File: src/rtl/seq_divider_32.sv
// Sequential radix-2 restoring divider for the RV32M DIV/DIVU/REM/REMU path.
// One quotient bit per CALC cycle; signs are stripped on accept and restored in FIX.
module seq_divider_32 #(
  parameter int WIDTH = 32
) (
  input  logic             clk,
  input  logic             rst,
  input  logic [WIDTH-1:0] dividend_i,
  input  logic [WIDTH-1:0] divisor_i,
  input  logic             signed_i,
  input  logic             in_valid_i,
  output logic             in_ready_o,
  output logic [WIDTH-1:0] quotient_o,
  output logic [WIDTH-1:0] remainder_o,
  output logic             out_valid_o,
  input  logic             out_ready_i
);

  localparam int CNT_W = $clog2(WIDTH + 1);

  typedef enum logic [1:0] {
    IDLE = 2'd0,
    CALC = 2'd1,
    FIX  = 2'd2,
    DONE = 2'd3
  } state_e;

  // Handshake: a transfer happens on a rising edge where valid and ready are
  // both high; valid never depends on ready, and the producer holds its data
  // stable while valid is high and ready is low.

  state_e           state_q;
  logic [WIDTH:0]   rem_q;
  logic [WIDTH-1:0] quo_q;
  logic [WIDTH-1:0] dvsr_q;
  logic [CNT_W-1:0] cnt_q;
  logic             neg_q_q;
  logic             neg_r_q;
  logic [WIDTH-1:0] quotient_q;
  logic [WIDTH-1:0] remainder_q;

  logic             accept;
  logic             div_zero;
  logic             sgn_ovf;
  logic [WIDTH-1:0] dividend_abs;
  logic [WIDTH-1:0] divisor_abs;
  logic [WIDTH:0]   rem_shift;
  logic [WIDTH:0]   rem_diff;
  logic             rem_ge;
  logic [WIDTH:0]   rem_d;
  logic [WIDTH-1:0] quo_d;
  logic [WIDTH-1:0] rem_low;
  logic             unused_rem_msb;

  assign accept   = in_valid_i && (state_q == IDLE);
  assign div_zero = (divisor_i == '0);
  assign sgn_ovf  = signed_i && (dividend_i == {1'b1, {(WIDTH-1){1'b0}}})
                             && (divisor_i == {WIDTH{1'b1}});

  assign dividend_abs = (signed_i && dividend_i[WIDTH-1]) ? -dividend_i : dividend_i;
  assign divisor_abs  = (signed_i && divisor_i[WIDTH-1])  ? -divisor_i  : divisor_i;

  // The partial remainder is always below the divisor, so its top bit only
  // matters transiently inside the shifted value, never in the stored one.
  assign rem_shift = {rem_q[WIDTH-1:0], quo_q[WIDTH-1]};
  assign rem_ge    = (rem_shift >= {1'b0, dvsr_q});
  assign rem_diff  = rem_shift - {1'b0, dvsr_q};
  assign rem_d     = rem_ge ? rem_diff : rem_shift;
  assign quo_d     = {quo_q[WIDTH-2:0], rem_ge};
  assign rem_low   = rem_q[WIDTH-1:0];
  assign unused_rem_msb = rem_q[WIDTH];

  always_ff @(posedge clk or posedge rst) begin
    if (rst) begin
      state_q     <= IDLE;
      rem_q       <= '0;
      quo_q       <= '0;
      dvsr_q      <= '0;
      cnt_q       <= '0;
      neg_q_q     <= 1'b0;
      neg_r_q     <= 1'b0;
      quotient_q  <= '0;
      remainder_q <= '0;
    end else begin
      case (state_q)
        IDLE: begin
          if (accept) begin
            if (div_zero) begin
              quotient_q  <= {WIDTH{1'b1}};
              remainder_q <= dividend_i;
              state_q     <= DONE;
            end else if (sgn_ovf) begin
              quotient_q  <= {1'b1, {(WIDTH-1){1'b0}}};
              remainder_q <= '0;
              state_q     <= DONE;
            end else begin
              rem_q   <= '0;
              quo_q   <= dividend_abs;
              dvsr_q  <= divisor_abs;
              cnt_q   <= CNT_W'(WIDTH);
              neg_q_q <= signed_i && (dividend_i[WIDTH-1] ^ divisor_i[WIDTH-1]);
              neg_r_q <= signed_i && dividend_i[WIDTH-1];
              state_q <= CALC;
            end
          end
        end
        CALC: begin
          rem_q <= rem_d;
          quo_q <= quo_d;
          cnt_q <= cnt_q - CNT_W'(1);
          if (cnt_q == CNT_W'(1)) begin
            state_q <= FIX;
          end
        end
        FIX: begin
          quotient_q  <= neg_q_q ? -quo_q : quo_q;
          remainder_q <= neg_r_q ? -rem_low : rem_low;
          state_q     <= DONE;
        end
        DONE: begin
          if (out_ready_i) begin
            state_q <= IDLE;
          end
        end
        default: state_q <= IDLE;
      endcase
    end
  end

  assign in_ready_o  = (state_q == IDLE);
  assign out_valid_o = (state_q == DONE);
  assign quotient_o  = quotient_q;
  assign remainder_o = remainder_q;

endmodule

File: config.mk
export PLATFORM = sky130hd
export DESIGN_NAME = seq_divider_32
export DESIGN_NICKNAME = d
export VERILOG_FILES = /design/src/rtl/seq_divider_32.sv
export SDC_FILE = /design/constraint.sdc
export NUM_CORES = 1
export LEC_CHECK = 0
export ABC_AREA = 1
export BUFFER_PORTS_ARGS = -buffer_cell sky130_fd_sc_hd__buf_2
export CORE_UTILIZATION = 55
export CTS_BUF_LIST = sky130_fd_sc_hd__clkbuf_8
export DETAILED_ROUTE_END_ITERATION = 8
export GPL_TIMING_DRIVEN = 0
export MAX_ROUTING_LAYER = met4
export PLACE_DENSITY_LB_ADDON = 0.3
export SYNTH_ARGS = -nofsm -noshare
export SYNTH_HDL_FRONTEND = slang
export SYNTH_SLANG_ARGS = --single-unit
File: constraint.sdc
create_clock -name clk -period 4.4 [get_ports clk]
set_input_delay 0.22 -clock clk [delete_from_list [all_inputs] [get_ports clk]]
set_output_delay 0.22 -clock clk [all_outputs]
set_load 0.02 [all_outputs]
==> results.md, run 1 <==
CTS:
- Clock latency on the worst-skew pair, taken at its later pin, is 0.48 ns.
- The number of levels the H-tree was split into is 4.
- The number of setup buffers added after CTS is 0.
- The TritonCTS buffer count is 17.
- Counting every sink on the clock net gives 170.
- The maximum root-to-sink buffer count is 2.
- The tree is rooted in a clkbuf_8.
- The TritonCTS clock tree is yes.
- The clock-pin slew on the worst setup and hold paths is roughly 0.12 ns.

Global route:
- The wire length of the first global-routing pass is a little over 80 mm.
- The global router's overall resource usage is approximately two fifths.
- The number of antenna violations at the first check in global routing is 0.
- The maximum number of pins on one net before global-route repair is 46.
- The via count of the first global-routing pass is 15,149.
- The aggregate global routing overflow is 0.

Timing:
- The final-report setup violation count is 0.
- The number of pins exceeding their max-slew limit in the final report is 0.
- The transition time at the pin with the least slew margin is 0.809 ns.
- The worst path meets setup with approximately 1.4 ns of slack.
- The count of endpoints failing hold in the final timing report is 0.
- The normalized max-slew margin is a little under half.
- The minimum period implied by the final worst setup slack is just under 3 ns.
- For this run, the top clock speed supported by timing is 0.339 GHz.
- Setup total negative slack on the finished layout was measured at 0 ns.
- For the final database, setup skew stands at between 0.02 and 0.025 ns.
- Setup repair after global routing left no endpoint under its margin.
- Of the available clock period, the critical path in the final layout requires roughly two thirds.

Run status:
- The flow ran to the end, and the final reports show no timing, DRC or antenna violations.

Drt:
- The routed layout has 16,269 vias.
- After the first detailed-routing iteration, the DRC count stood at ~1,900.
- In the routed layout, each cell is associated on average with a via count of about 5.7.
- The post-route antenna net violation count is 0.
- The length of the first detailed-routing pass in iterations is 8.
- The residual DRC count is 0.
- The routed wire length per instance is 18.3 um.
- The total wire length is around 52 mm.

Power:
- The sequential fraction of design power is ~28%.
- The internal power consumption is a little under 4000 uW.
- The worst-case IR drop observed on VDD is 325 uV.
- The analysis attributes to net switching a power of approximately 4600 uW.
- For this design the static power due to leakage is slightly below 0.009 uW.
- The part of the total power dissipated in combinational logic is between 50% and 60%.
- The total chip power is between 8000 and 9000 uW.
- The switching part of the total is between 50% and 60%.
- The clock network burns between 10% and 20% of the power.
- Dividing total power by cell area gives a power density of about 540 nW/um^2.

Logic synthesis:
- The post-synthesis sequential area ratio is roughly 30%.
- The commonest cells after synthesis are nand2_1, inv_1, nand3_1.
- The most instantiated library cell after synthesis is nand2_1.
- The synthesized netlist cell count is ~2,400.
- The number of library cell types mapped by synthesis is 37.
- The proportion of netlist area held by the largest area contributor is 29.9%.
- In this run, synthesis inferred 0 flip-flops with an integrated enable.
- The total of warnings raised by yosys is 0.
- By area the synthesized netlist is led by dfrtp_1, nand2_1, nand3_1, inv_1, nor2_1.
- The net count after synthesis is 2,481.
- The async set-or-reset flop fraction in the synthesized netlist is 100%.
- The cell type contributing the most total cell area after synthesis is dfrtp_1.
- In this run the mean area of a mapped cell was 6.00 um^2.
- The flip-flop and latch count after synthesis is 170.
- The mapped cell area is 14,200 um^2.
- In the synthesized netlist the dominant register cell turns out to be dfrtp_1.

Finish:
- Counting the fill cells in the layout gives 2,546.
- In the final layout, the multi-input gates occupy 8420 um^2.
- The post-route netlist has a little under a tenth of its cells at a drive strength greater than 1.
- The antenna diode count is 0.
- For this run, the post-layout net count is ~2,600.
- The area used by sequential logic in the layout is between 4000 and 5000 um^2.
- The growth of design area from synthesis to finish is 11.2%.

Worst setup path:
- Of all nets on the critical path, the largest fanout is 10.
- The data arrival time at the worst-slack endpoint is around 3.3 ns.
- The worst setup path is of the flip-flop to flip-flop kind.
- The startpoint type of the worst setup path is a flip-flop.
- The required time reported for the critical path endpoint is approximately 4.8 ns.
- For the worst flop-to-flop path, the logic depth is 14.
- The worst setup path is captured at a flip-flop.

Die:
- The starting density of the core is 56.3%.
- The floorplan step set the die height to ~160 um.
- The number of placed I/O pins is approximately 140.
- The number of rows created at floorplan is 58.
- The die covers 26,500 um^2.
- The area of the core region is 25,300 um^2.
- The horizontal die dimension is ~160 um.

Min path:
- In this run the worst hold path is classified as primary input to flip-flop.
- Along the worst hold path, the cell count comes to 3.

Placement:
- The post-DP HPWL is 42.7 mm.
- The final weighted congestion in routability-driven placement is about 1.
- The pre-CTS setup slack is between 1.5 and 2 ns.
- The port buffer count is roughly 130.

Run:
- Across the run, the number of max-cap violations was 0.
registers in the layout, summed over array words and instances, names as in the netlist:
signal / count
quotient_o: 32
state_q: 2
cnt_q: 6
neg_r_q: 1
quo_q: 32
rem_q: 32
dvsr_q: 32
remainder_o: 32
neg_q_q: 1
cells by family after synthesis:
group,count (synthesis),share of synthesized area (%)
AND/OR/NAND/NOR,1476,43.1
buffers and inverters,388,10.8
AO/OA/AOI/OAI,228,8.41
flip-flops,170,29.9
XOR/XNOR,62,3.82
adder cells (fa/ha/maj),44,3.93
through the flow:
stage / hold slack, ns / area (um^2) / utilization, % / std cells
floorplan: 0.353 / 14200 / - / 2368
global route: 0.0764 / 15800 / 62.6 / 2868
CTS: 0.0387 / 15800 / 62.6 / 2868
detailed placement: 0.145 / 15400 / 60.9 / 2835
finish: 0.0604 / 15800 / 62.6 / 2868
global placement: 0.459 / 15300 / 60.5 / 2831
worst paths after layout:
path,to,start,slack (ns)
max in group asynchronous,dvsr_q[13]$_DFFE_PP0P_,rst,3.43
min in group asynchronous,remainder_o[1]$_DFFE_PP0P_,rst,0.18
max reg2reg,rem_q[8]$_DFFE_PP0P_,rem_q[19]$_DFFE_PP0P_,1.45
min,dvsr_q[31]$_DFFE_PP0P_,divisor_i[31],0.06
max,rem_q[8]$_DFFE_PP0P_,rem_q[19]$_DFFE_PP0P_,1.45
min reg2reg,remainder_o[17]$_DFFE_PP0P_,remainder_o[17]$_DFFE_PP0P_,0.48
placed cells by master (no fill, tap or decap), drive strengths merged, types with 8 or more instances in the layout:
cell    count
a21oi      54
a31oi       8
buf       182
clkbuf     53
dfrtp     170
ha         43
inv       314
nand2     893
nand3     263
nand3b     14
nand4      31
nor2      231
nor3       29
o21ai     148
o31ai      12
xnor2      26
xor2       36
critical path, cell delays in order (launching register included):
cell      delay [ns]
dfrtp_1         0.53
ha_1            0.45
nand2_1         0.16
inv_1           0.05
nand2_1         0.06
nand2_1         0.07
nand2_1         0.06
nand2_1         0.08
nand2_1         0.11
nand3_1         0.07
nor2_1          0.44
clkbuf_1        0.46
nand3_1         0.15
nand3_1         0.12
nand2_1         0.05
metal layers:
metal  vias up  track usage (%)  routed length, um
met5         -                -                  0
met4         0             22.3               2930
met3       134             5.27               4230
met2       819             64.6              23800
met1      7543             52.1              21500
li1       7773                -                  -
layout make-up:
type / instances / share of cell area, %
Clock inverter: 14 / 1.08
Timing Repair Buffer: 138 / 4.78
Buffer: 80 / 2.39
Tap cell: 330 / 2.61
Inverter: 308 / 7.35
Multi-Input combinational cell: 1810 / 53.3
Sequential cell: 170 / 26.9
Clock buffer: 18 / 1.57
power groups by stage:
stage / sequential [uW] / clock, uW / combinational [uW]
finish: 2350 / 1210 / 4970
global route: 2390 / 1270 / 5430
CTS: 2330 / 1210 / 4860
detailed placement: 2360 / 0 / 4830
global placement: 2340 / 0 / 4740
floorplan: 2420 / 0 / 3150
timing repair:
action	4_1_cts	5_1_grt
hold buffers	1	0
resized for setup	0	0
hold endpoints to repair	81	0
No activity file was read; power rests on OpenSTA's default activity.
==> run 2: changes to the inputs <==
==> constraint.sdc (replaced) <==
create_clock -name clk -period 3 [get_ports clk]
set_input_delay 0.15 -clock clk [delete_from_list [all_inputs] [get_ports clk]]
set_output_delay 0.15 -clock clk [all_outputs]
set_load 0.02 [all_outputs]
==> results.md, run 2 (synthesis gave the netlist of run 1 again) <==
Run status:
- Run status: finished clean (unchanged).

Drt:
- The length of the first detailed-routing pass in iterations is 6 (was 8).
- The routed wire length per instance is 18.2 um (was 18.3 um).
- The post-route antenna net violation count is 0 (unchanged).
- The DRC violation total after the first TritonRoute iteration is 1,961 (was 1,864).
- The residual DRC count is 0 (unchanged).
- The total wire length is 52.3 mm (was 52.5 mm).
- The via total after detailed routing came to 16,287 (was 16,269).
- The via density per instance is 5.67 (about the same).

CTS:
- The clock sink count is 170 (unchanged).
- The maximum root-to-sink buffer count came to 2 (unchanged).
- The clock-pin slew on the worst setup and hold paths is 0.12 ns (about the same).
- The TritonCTS clock tree is yes (unchanged).
- The number of levels the H-tree was split into is 4 (unchanged).
- The clock tree root buffer cell is clkbuf_8 (unchanged).
- The insertion delay of the later-clocked pin in the worst-skew pair is 0.48 ns (about the same).
- The TritonCTS buffer count is 17 (unchanged).

Finish:
- The final instance area is 15,800 um^2 (about the same).
- The number of nets in the final layout is 2,642 (was 2,638).
- The antenna diode count is 0 (unchanged).
- The fraction of layout instances using a drive strength above 1 is 9.40% (was 9.22%).
- Commonest cells after routing, fill and taps aside: nand2_1, inv_1, nand3_1 (unchanged).
- The area occupied by multi-input gates was 8420 um^2 (about the same).
- The area used by sequential logic in the layout was 4250 um^2 (unchanged).
- The growth of design area from synthesis to finish is 11.5% (was 11.2%).
- The count of filler cells inserted in the layout was 2,543 (was 2,546).
- The most common cell after layout, fill and taps aside was nand2_1 (unchanged).

Global route:
- The global-route met2 utilization is 64.6% (about the same).
- The maximum number of pins on one net before global-route repair was 46 (unchanged).
- The global-route track usage on met3 was 5.25% (was 5.27%).
- The via count of the first global-routing pass is 15,162 (was 15,149).
- The aggregate global routing overflow is 0 (unchanged).
- The number of antenna violations at the first check in global routing is 0 (unchanged).
- The most utilized layer in the global route result is met2 (unchanged).
- The global router's overall resource usage is 41.4% (about the same).
- The met1 track utilization from global routing is 52.1% (about the same).
- The wire length of the first global-routing pass is 81.3 mm (was 81.2 mm).

Power:
- The switching part of the total is 54.3% (about the same).
- The internal power consumption is 5710 uW (was 3890 uW).
- The part of the total power dissipated in combinational logic was 58.3% (about the same).
- The power per standard cell area is 789 nW/um^2 (was 540 nW/um^2).
- The worst vdd rail ir drop is 477 uV (was 325 uV).
- The sequential fraction of design power is 27.5% (about the same).
- The switching power is 6790 uW (was 4630 uW).
- The total chip power came to 12,500 uW (was 8520 uW).
- The clock share of power is 14.2% (about the same).
- The leakage power is 0.00887 uW (was 0.00885 uW).

Timing:
- The normalized max-slew margin was 47.0% (was 46.0%).
- The transition time at the pin with the least slew margin is 0.795 ns (was 0.809 ns).
- RSZ-0062 raised after global routing: false (unchanged).
- The sum of negative setup slack is 0 ns (unchanged).
- The hold slack came to 0.0350 ns (was 0.0604 ns).
- The final clock period utilization by the worst path was 94.5% (was 67.1%).
- The minimum period implied by the final worst setup slack is 2.83 ns (was 2.95 ns).
- The number of pins exceeding their max-slew limit in the final report came to 0 (unchanged).
- The count of endpoints failing hold in the final timing report is 0 (unchanged).
- The maximum operating frequency was 0.353 GHz (was 0.339 GHz).
- The final-report setup violation count was 0 (unchanged).
- The worst clock skew on the final layout was 0.0244 ns (was 0.0230 ns).

Worst setup path:
- The startpoint type of the worst setup path is a flip-flop (unchanged).
- The critical path's top delay family is simple AND/OR/NAND/NOR gates (unchanged).
- Cell Chain, Critical Path: inv_1 -> ha_1 -> nand2_1 -> inv_1 -> nand2_1 -> nand2_1 -> nand2_1 -> nand3b_1 -> nand2_1 -> nand2_1 -> nand2_1 -> clkbuf_1 -> nand3_1 -> nand3_1 -> nand2_1 (was ha_1 -> nand2_1 -> inv_1 -> nand2_1 -> nand2_1 -> nand2_1 -> nand2_1 -> nand2_1 -> nand3_1 -> nor2_1 -> clkbuf_1 -> nand3_1 -> nand3_1 -> nand2_1).
- The required time reported for the critical path endpoint is 3.35 ns (was 4.77 ns).
- The data arrival time at the worst-slack endpoint is 3.19 ns (was 3.32 ns).
- The largest stage delay on the critical path is 0.40 ns (was 0.53 ns).
- The count of buffering cells on the critical path with inverters included is 3 (was 2).
- The critical path capture point type is a flip-flop (unchanged).
- The cell at the slowest stage of the critical path is dfrtp_1 (unchanged).
- The critical-path maximum fanout is 10 (unchanged).
- The most numerous cell on the critical path is nand2_1 (unchanged).
- The critical path start-end classification is flip-flop to flip-flop (unchanged).

Placement:
- The post-DP HPWL is 42.7 mm (unchanged).
- The port buffer count is 133 (unchanged).
- The total placed instance area came to 15,400 um^2 (unchanged).
- The final weighted congestion in routability-driven placement is 0.998 (unchanged).

Die:
- The number of placed I/O pins is 135 (unchanged).
- The die outline height is 163 um (unchanged).
- The area of the core region came to 25,300 um^2 (unchanged).
- The starting density of the core came to 56.3% (unchanged).
- The horizontal die dimension came to 163 um (unchanged).
- The overall die area is 26,500 um^2 (unchanged).
- The number of rows created at floorplan came to 58 (unchanged).

Min path:
- The worst min-delay path class is primary input to flip-flop (unchanged).

Run:
- The max capacitance violation total is 0 (unchanged).
## run 2: worst paths after layout
kind | start | endpoint | slack [ns] | cells after the start
min | divisor_i[29] | dvsr_q[29]$_DFFE_PP0P_ | 0.03 | 4
max in group asynchronous | rst | quotient_o[25]$_DFFE_PP0P_ | 2.10 | 5
max reg2reg | dvsr_q[3]$_DFFE_PP0P_ | rem_q[28]$_DFFE_PP0P_ | 0.17 | 15
min reg2reg | remainder_o[17]$_DFFE_PP0P_ | remainder_o[17]$_DFFE_PP0P_ | 0.48 | 2
max | dvsr_q[3]$_DFFE_PP0P_ | rem_q[28]$_DFFE_PP0P_ | 0.17 | 15
min in group asynchronous | rst | remainder_o[1]$_DFFE_PP0P_ | 0.12 | 3
## run 2: final cells by class
class                      instances  area share, %
multi-input combinational       1810           53.1
sequential                       170           26.8
inverter                         308           7.33
timing repair buffer             142           5.02
tap                              330           2.61
buffer                            80           2.42
clock buffer                      18           1.56
clock inverter                    14           1.07
## run 2: power by group through the flow
| stage | clock [uW] | combinational [uW] | sequential (uW) |
|---|---|---|---|
| after global routing | 1860 | 7970 | 3510 |
| after detailed placement | 0 | 7090 | 3470 |
| after floorplan | 0 | 4620 | 3550 |
| final | 1770 | 7290 | 3440 |
| after global placement | 0 | 6950 | 3430 |
| after CTS | 1780 | 7130 | 3420 |
## run 2: metrics by stage
step	setup WS, ns	std cells	util, %
3_5_place_dp	0.154	2835	60.9
3_3_place_gp	-0.281	2831	60.5
2_1_floorplan	0.681	2368	-
4_1_cts	0.134	2872	62.7
6_report	0.166	2872	62.7
5_1_grt	0.0124	2872	62.7
## run 2: tightest hold or removal path, stage by stage
cell     delay, ns
buf_2         0.13
nand2_1       0.06
nand3_1       0.08
o21ai_1       0.06
## run 2: repair_timing
| item | in CTS | in global routing |
|---|---|---|
| hold buffers | 5 | 0 |
| setup buffers | 0 | 0 |
| endpoints found under the hold margin | 85 | 0 |
| setup endpoints to repair | 0 | 32 |
| resized for setup | 0 | 9 |
## run 2: routing by layer
metal / wire length [um] / part of all wire (%)
met4: 3010 / 5.8
met3: 4560 / 8.7
met1: 21100 / 40
met2: 23600 / 45
met5: 0 / 0
